$ cat config.mk
export PLATFORM = sky130hd
export DESIGN_NAME = io_port_bank
export DESIGN_NICKNAME = d
export VERILOG_FILES = /design/src/rtl/io_port_bank.sv
export SDC_FILE = /design/constraint.sdc
export NUM_CORES = 1
export LEC_CHECK = 0
export ABC_CLOCK_PERIOD_IN_PS = 3590
export BUFFER_PORTS_ARGS = -buffer_cell sky130_fd_sc_hd__buf_2
export CORE_ASPECT_RATIO = 0.75
export CORE_UTILIZATION = 58
export DETAILED_ROUTE_END_ITERATION = 7
export PLACE_DENSITY = 0.85
export SLEW_MARGIN = 20
export SYNTH_ARGS = -nofsm -noshare
export SYNTH_HDL_FRONTEND = slang
export SYNTH_SLANG_ARGS = --single-unit
$ cat constraint.sdc
create_clock -name clk -period 3.59 [get_ports clk]
set_input_delay 0.359 -clock clk [delete_from_list [all_inputs] [get_ports clk]]
set_output_delay 0.359 -clock clk [all_outputs]
set_load 0.005 [all_outputs]
$ cat src/rtl/io_port_bank.sv
// I/O bank 2: keyboard scan-code FIFO, LED register, millisecond tick counter
// and interrupt enable, on the shared word-addressed CPU bus.
module io_port_bank #(
  parameter int FIFO_DEPTH = 8,
  parameter int CLK_PER_MS = 50000
) (
  input  logic        clk,
  input  logic        rst_n,
  input  logic        en,
  input  logic [3:0]  memWrite,
  input  logic [10:0] addr,
  input  logic [31:0] wdata,
  output logic [31:0] rdata,
  input  logic        key_valid,
  input  logic [7:0]  key_code,
  output logic [7:0]  leds,
  output logic        irq
);
  localparam int PW = (FIFO_DEPTH > 1) ? $clog2(FIFO_DEPTH) : 1;
  localparam int CW = PW + 1;
  localparam int SW = (CLK_PER_MS > 1) ? $clog2(CLK_PER_MS) : 1;
  localparam logic [CW-1:0] DEPTH_C = CW'(FIFO_DEPTH);
  localparam logic [SW-1:0] PRE_MAX = SW'(CLK_PER_MS - 1);

  logic [7:0]    r_mem [FIFO_DEPTH];
  logic [PW-1:0] r_head;
  logic [PW-1:0] r_tail;
  logic [CW-1:0] r_count;
  logic          r_ovf;
  logic [7:0]    r_leds;
  logic [31:0]   r_ms;
  logic [SW-1:0] r_pre;
  logic          r_irq_en;
  logic          r_irq;

  logic       w_sel;
  logic       w_wr;
  logic       w_rd;
  logic [2:0] w_idx;
  logic       w_empty;
  logic       w_full;
  logic       w_pop;
  logic       w_push;
  logic       w_ovf_set;
  logic       w_ovf_clr;

  assign w_sel   = en && (addr[10:3] == 8'd0);
  assign w_idx   = addr[2:0];
  assign w_wr    = w_sel && (memWrite != 4'd0);
  assign w_rd    = w_sel && (memWrite == 4'd0);
  assign w_empty = (r_count == '0);
  assign w_full  = (r_count == DEPTH_C);
  assign w_pop   = w_rd && (w_idx == 3'd1) && !w_empty;
  // A full FIFO still accepts a code when the same edge pops the head.
  assign w_push    = key_valid && (!w_full || w_pop);
  assign w_ovf_set = key_valid && w_full && !w_pop;
  assign w_ovf_clr = w_wr && (w_idx == 3'd0) && memWrite[0] && wdata[1];

  always_ff @(posedge clk) begin
    if (rst_n && w_push) r_mem[r_tail] <= key_code;
  end

  always_ff @(posedge clk or negedge rst_n) begin
    if (!rst_n) begin
      r_head   <= '0;
      r_tail   <= '0;
      r_count  <= '0;
      r_ovf    <= 1'b0;
      r_leds   <= 8'd0;
      r_ms     <= 32'd0;
      r_pre    <= '0;
      r_irq_en <= 1'b0;
      r_irq    <= 1'b0;
    end else begin
      if (w_push) r_tail <= r_tail + PW'(1);
      if (w_pop)  r_head <= r_head + PW'(1);
      case ({w_push, w_pop})
        2'b10:   r_count <= r_count + CW'(1);
        2'b01:   r_count <= r_count - CW'(1);
        default: r_count <= r_count;
      endcase

      // Set wins over a same-cycle clear so no overflow event is lost.
      if (w_ovf_set)      r_ovf <= 1'b1;
      else if (w_ovf_clr) r_ovf <= 1'b0;

      if (w_wr && (w_idx == 3'd2) && memWrite[0]) r_leds <= wdata[7:0];
      if (w_wr && (w_idx == 3'd4) && memWrite[0]) r_irq_en <= wdata[0];

      if (w_wr && (w_idx == 3'd3)) begin
        for (int i = 0; i < 4; i++) begin
          if (memWrite[i]) r_ms[8*i +: 8] <= wdata[8*i +: 8];
        end
        r_pre <= '0;
      end else if (r_pre == PRE_MAX) begin
        r_pre <= '0;
        r_ms  <= r_ms + 32'd1;
      end else begin
        r_pre <= r_pre + SW'(1);
      end

      r_irq <= r_irq_en && !w_empty;
    end
  end

  always_comb begin
    rdata = 32'd0;
    if (w_sel) begin
      case (w_idx)
        3'd0:    rdata = {24'd0, 4'(r_count), 2'b00, r_ovf, !w_empty};
        3'd1:    rdata = w_empty ? 32'd0 : {24'd0, r_mem[r_head]};
        3'd2:    rdata = {24'd0, r_leds};
        3'd3:    rdata = r_ms;
        3'd4:    rdata = {31'd0, r_irq_en};
        default: rdata = 32'd0;
      endcase
    end
  end

  assign leds = r_leds;
  assign irq  = r_irq;
endmodule

# --- After elaboration in Yosys (flattened, before gate mapping) ---
# Memories as Yosys holds them, arrays and structs flattened.
# Cells that the tools add are included.
word_totals:
  reg_bits: 69
  latch_bits: 0
  ramBits: 64
  mem_bits_ro: 0
  input_bits: 59
  out_inout_bits: 41
  elab_cells: 81
  memories: 1
op_classes:
  addsub: 6
  multipliers: 0
  div_mod_pow: 0
  order_cmp: 0
  eq_ne: 12
  shift: 0
  n_mux: 16
  bitwise: 0
  n_reduce_logical: 34
mem_list:
  columns: ["name", "words", "word_bits", "read_ports", "rd_ports_with_merged_regs", "wr", "line", "text"]
  rows:
  - ["r_mem", 8, 8, 1, 0, 1, "25", "logic [7:0] r_mem [FIFO_DEPTH];"]
ops:
  columns: ["op", "count"]
  rows:
  - ["$pmux W32 S5", 1]
  - ["$mux W32", 3]
  - ["$mux W8", 5]
  - ["$add A32 B1 Y32 const B", 1]
  - ["$mux W16", 2]
  - ["$logic_and A1 B1 Y1", 18]
  - ["$add A16 B1 Y16 const B", 1]
  - ["$eq A16 B16 Y1 const B", 1]
  - ["$logic_not A4 Y1", 2]
  - ["$logic_not A8 Y1", 1]
  - ["$ne A2 B2 Y1 const B", 4]
  - ["$pmux W4 S2", 1]
  - ["$reduce_and A2 Y1", 4]
  - ["$add A3 B1 Y3 const B", 2]
  - ["$eq A3 B2 Y1 const B", 2]
  - ["$reduce_bool A2 Y1", 3]
  - ["$add A4 B1 Y4 const B", 1]
  - ["$eq A4 B4 Y1 const B", 1]
  - ["$mux W1", 4]
  - ["$reduce_bool A4 Y1", 1]
  - ["$sub A4 B1 Y4 const B", 1]
  - ["$eq A3 B1 Y1 const B", 1]
  - ["$eq A3 B3 Y1 const B", 1]
  - ["$logic_not A1 Y1", 3]
  - ["4 further kinds", 4]

# --- Logic depth before layout (Yosys ltp) ---
logic_depth:
  ltp_word: 10
  ltp_mapped: 9
  depth_no_buf: 8

# --- Least setup slack after synthesis ---
# No wires, ideal clock.
synth_timing:
  path_type: "input to register"
  startpoint: "input memWrite[0]"
  endpoint: "memory r_mem[0][0], enable pin"
  arrival_time_ns: 2.330
  t_required_ns: 3.195
  path_slack_ns: 0.865
  cell_stages: 6
  n_path_buf: 1
  path_cell_list: "buf_2 > nor4_2 > nand2_1 > o211ai_2 > nand2_1 > nor4_1"
synth_between:
  elab_chain_len: 9
synth_lines:
  columns: ["element", "line", "text"]
  rows:
  - ["from (decl)", "10", "input logic [3:0] memWrite,"]
  - ["$logic_not A4 Y1", "50", "assign w_rd = w_sel && (memWrite == 4'd0);"]
  - ["$logic_and A1 B1 Y1", "50", null]
  - ["$logic_and A1 B1 Y1 (2 in a row)", "53", "assign w_pop = w_rd && (w_idx == 3'd1) && !w_empty;"]
  - ["$logic_or A1 B1 Y1", "55", "assign w_push = key_valid && (!w_full || w_pop);"]
  - ["$logic_and A1 B1 Y1", "55", null]
  - ["$logic_and A1 B1 Y1", "60", "if (rst_n && w_push) r_mem[r_tail] <= key_code;"]
  - ["$mux W1", "60", null]
  - ["$mux W1 (not written as such)", "60", null]
  - ["to (decl)", "25", null]
# No other way between the ends.

# --- Worst setup path in the final report ---
layout_timing:
  startpoint: "register r_head[1]"
  endpoint: "output rdata[0]"
layout_between:
  elab_chain_len: 4
layout_lines:
  columns: ["element", "line", "text"]
  rows:
  - ["from (decl)", "26", "logic [PW-1:0] r_head;"]
  - ["from (signal assigned)", "76", "if (w_pop) r_head <= r_head + PW'(1);"]
  - ["$mem_v2 Z8 W8", null, null]
  - ["$mux W8", "111", "3'd1: rdata = w_empty ? 32'd0 : {24'd0, r_mem[r_head]};"]
  - ["$pmux W32 S5", "109", "case (w_idx)"]
  - ["$mux W32", "108", "if (w_sel) begin"]
  - ["to (decl)", "13", "output logic [31:0] rdata,"]
# No other way between the ends.

==> implementation parameters <==
Parameter                              Value

Timing
  Worst-case clock skew    10.6 ps
  Relative max-transition margin    43.4%
  Worst-Margin Slew    842 ps
  Number of hold violations in the final report    11
  F_max    346 MHz
  Final Max Slew Viols    0
  Final hold slack    -9.38 ps
  RSZ-0062 raised after global routing    no
  Final period utilization    80.4%
  Final total negative setup slack    0 ps
  Final-report setup violation count    0
  Final min period    2890 ps

Global routing
  Maximum number of pins on one net before global-route repair    41
  Global route total overflow    0
  First-pass GRT wire length    29.0 mm
  Via count of the first global-routing pass    5500
  Antenna violations before repair    0
  Total global routing track utilization    30.8%

Placed design
  Hpwl dp    12.8 mm
  Routability Congestion    1.01
  Number of buffer cells added on primary ports    99

Yosys
  Post-synthesis sequential area ratio    52.2%
  Share of async-settable or async-resettable flops after synthesis    51.9%
  Post-Syn Nets    655
  Post-synthesis instance area    6990 µm²
  Synth unique cells    77
  Avg Inst Size Synth    11.8 µm²
  Yosys synthesis warning count    0
  #FFs+latches synth    133
  Most frequently used flop master after synthesis    dfrtp_1
  Count of mapped cells out of synthesis    591
  Post-synth EDFFs    64

Status
  Result of the run    finished with violations
  Violations in the final reports    negative hold slack

Clock tree
  Number of H-tree levels    4
  Number of buffers inserted for hold repair after clock tree synthesis    0
  Worst-case clock buffer depth    2
  CTS tree    built
  CTS clk-pin slew, worst paths    70 ps
  Post-CTS setup buffers    0
  Clock sink total    133
  Clock Tree Root    clkbuf_16
  Clock latency at the later pin of the worst-skew pair    420 ps
  Number of buffers added by the clock tree synthesis step    17
  Post-CTS Resized    0

Setup path
  Arrival time reported for the critical path endpoint    2530 ps
  Worst Setup End Kind    primary output
  Critical Path Start Type    flop
  Data required, critical path    3230 ps
  Crit Path Max Fanout    18
  Crit Path Category    reg -> out

Routing
  Vias per cell    6.64
  Total number of vias    5765
  Number of remaining DRC errors    0
  Drt pass-1 iters    6
  Final Routed Wirelength    18.3 mm
  Post-route ant nets    0
  First-iteration detailed-routing DRC count    751
  Routed length per instance    21.1 µm

Pwr
  Switching share of power    27.5%
  Switching pwr    1.11 mW
  Largest voltage drop on the vdd net    0.000589 V
  Cell leakage power    3.34 nW
  Power Total    4.03 mW
  Fraction of power consumed by the clock network    42.8%
  Power per standard cell area    489 nW/µm²
  Part of the power in combinational logic    10.7%
  Portion of total power attributed to sequential cells    46.5%
  Cell Int Power    2.92 mW

Worst hold path
  Tightest Hold Check Type    in -> async

Flow run
  Count of maximum capacitance violations    0

Final layout
  Nets    757
  Proportion of layout cells with a drive suffix above 1    28.2%
  Share of the core filled with cells in the final layout    70.7%
  Synth-to-layout area growth    17.9%
  Total inserted antenna cells    0

Die
  Number of core rows    34
  Height of the die    97.1 µm
  Total core area    11700 µm²
  Die area    12500 µm²
  DIE WIDTH    129 µm
  Count of pins on the block boundary    100
  Effective utilization at floorplan    60.0%
Yosys cell counts (5+ instances only):
cell / count / area share, %
inv_1: 8 / 0.43
o21ai_0: 10 / 0.72
nor2_1: 45 / 2.4
a22oi_1: 7 / 0.75
clkbuf_1: 13 / 0.70
nand2_1: 36 / 1.9
nand3_1: 34 / 2.4
a21oi_1: 18 / 1.3
mux4_2: 16 / 5.2
mux2_1: 6 / 0.97
o22ai_1: 5 / 0.45
ha_1: 5 / 0.90
and3_1: 31 / 2.8
xor2_1: 9 / 1.1
o22a_1: 12 / 1.5
and4_1: 7 / 0.88
mux2_2: 12 / 1.9
nor3_1: 16 / 1.1
edfxtp_1: 64 / 28
mux2i_1: 13 / 1.9
xnor2_1: 10 / 1.3
o211ai_1: 5 / 0.54
a211oi_1: 6 / 0.64
nand2b_1: 5 / 0.45
dfrtp_1: 69 / 25
or4_1: 6 / 0.64
nand4_1: 14 / 1.3
buf_2: 15 / 1.1
nor4_1: 10 / 0.90
routing by layer:
metal  vias up  global-route usage, %  routed length [µm]
li1       2545                      -                   -
met1      2788                   42.5                7370
met2       378                   47.7                8850
met3        54                   6.33                1650
met4         0                   12.8                 459
met5         -                      0                   0
power by group through the flow:
| stage | Clock (mW) | Combinational, mW | Sequential [mW] |
|---|---|---|---|
| detailed placement | 0 | 0.429 | 1.89 |
| floorplan | 0 | 0.296 | 1.85 |
| global placement | 0 | 0.403 | 1.88 |
| CTS | 1.74 | 0.430 | 1.87 |
| global route | 1.81 | 0.478 | 1.89 |
| finish | 1.72 | 0.432 | 1.87 |
placed cells by master (no fill, tap or decap), types with 4 or more instances in the layout:
| cell type | Yosys | final |
|---|---|---|
| ha_1 | 5 | 5 |
| o22ai_1 | 5 | 5 |
| buf_4 | 1 | 18 |
| nor4_1 | 10 | 10 |
| o311ai_0 | 4 | 4 |
| inv_1 | 8 | 8 |
| nand4_1 | 14 | 14 |
| xor2_1 | 9 | 9 |
| a22oi_1 | 7 | 7 |
| o211ai_1 | 5 | 5 |
| xnor2_1 | 10 | 10 |
| o21ai_0 | 10 | 10 |
| a211oi_1 | 6 | 6 |
| nand3_1 | 34 | 34 |
| mux2i_1 | 13 | 13 |
| or4_1 | 6 | 6 |
| and4_1 | 7 | 7 |
| mux2_1 | 6 | 6 |
| inv_8 | 0 | 6 |
| and2_1 | 4 | 4 |
| nand2_1 | 36 | 36 |
| a31oi_1 | 4 | 4 |
| a21oi_1 | 18 | 18 |
| dfrtp_1 | 69 | 69 |
| buf_2 | 15 | 99 |
| and3_1 | 31 | 31 |
| clkbuf_16 | 0 | 17 |
| nor3_1 | 16 | 16 |
| mux2_2 | 12 | 12 |
| edfxtp_1 | 64 | 64 |
| nand2b_1 | 5 | 5 |
| nor2_1 | 45 | 45 |
| mux4_2 | 16 | 16 |
| o22a_1 | 12 | 12 |
worst max-delay path, cell delays in order, from the launching register on:
cell,delay (ps)
dfrtp_1,900
mux4_2,600
mux2i_1,180
o21ai_0,90
and3_1,210
buf_2,130
state kept, by name (all words and copies together), names as in the netlist:
| register | cells |
|---|---|
| leds | 8 |
| r_tail | 3 |
| irq | 1 |
| r_irq_en | 1 |
| r_ovf | 1 |
| r_pre | 16 |
| r_head | 3 |
| r_count | 4 |
| r_ms | 32 |
| r_mem | 64 |
worst paths after layout:
kind	cells after the start	startpoint	slack [ps]	endpoint
hold / removal	1	rst_n	-9	r_pre[13]
hold reg to reg	1	r_pre[0]	480	r_pre[0]
min in group clk	3	wdata[20]	130	r_ms[20]
max in group asynchronous	2	rst_n	2570	r_ms[10]
setup reg to reg	6	r_pre[0]	1010	r_ms[27]
setup / recovery	5	r_head[1]	700	rdata[0]
per-stage QoR:
step	setup WS, ps	cells	instance area (µm²)
floorplan	865	591	6990
global placement	909	836	7660
detailed placement	740	836	7660
CTS	676	868	8240
global route	608	868	8240
finish	702	868	8240
area by class of cell:
type,count,area (µm²)
Fill cell,837,3420
Sequential cell,133,3650
Clock buffer,17,425
Multi-Input combinational cell,416,3140
Clock inverter,15,159
Tap cell,162,203
Timing Repair Buffer,117,631
Inverter,8,30.0
kinds of logic after synthesis:
kind of cell	synth area share, %
buffers and inverters	2.79
DFF	52.2
muxes	9.92
and+or+nand+nor	20.1
adders and majority gates	0.895
AOI/OAI and AO/OA	11.7
xor gates and xnor gates	2.38
(Power assumes the default switching activity.)
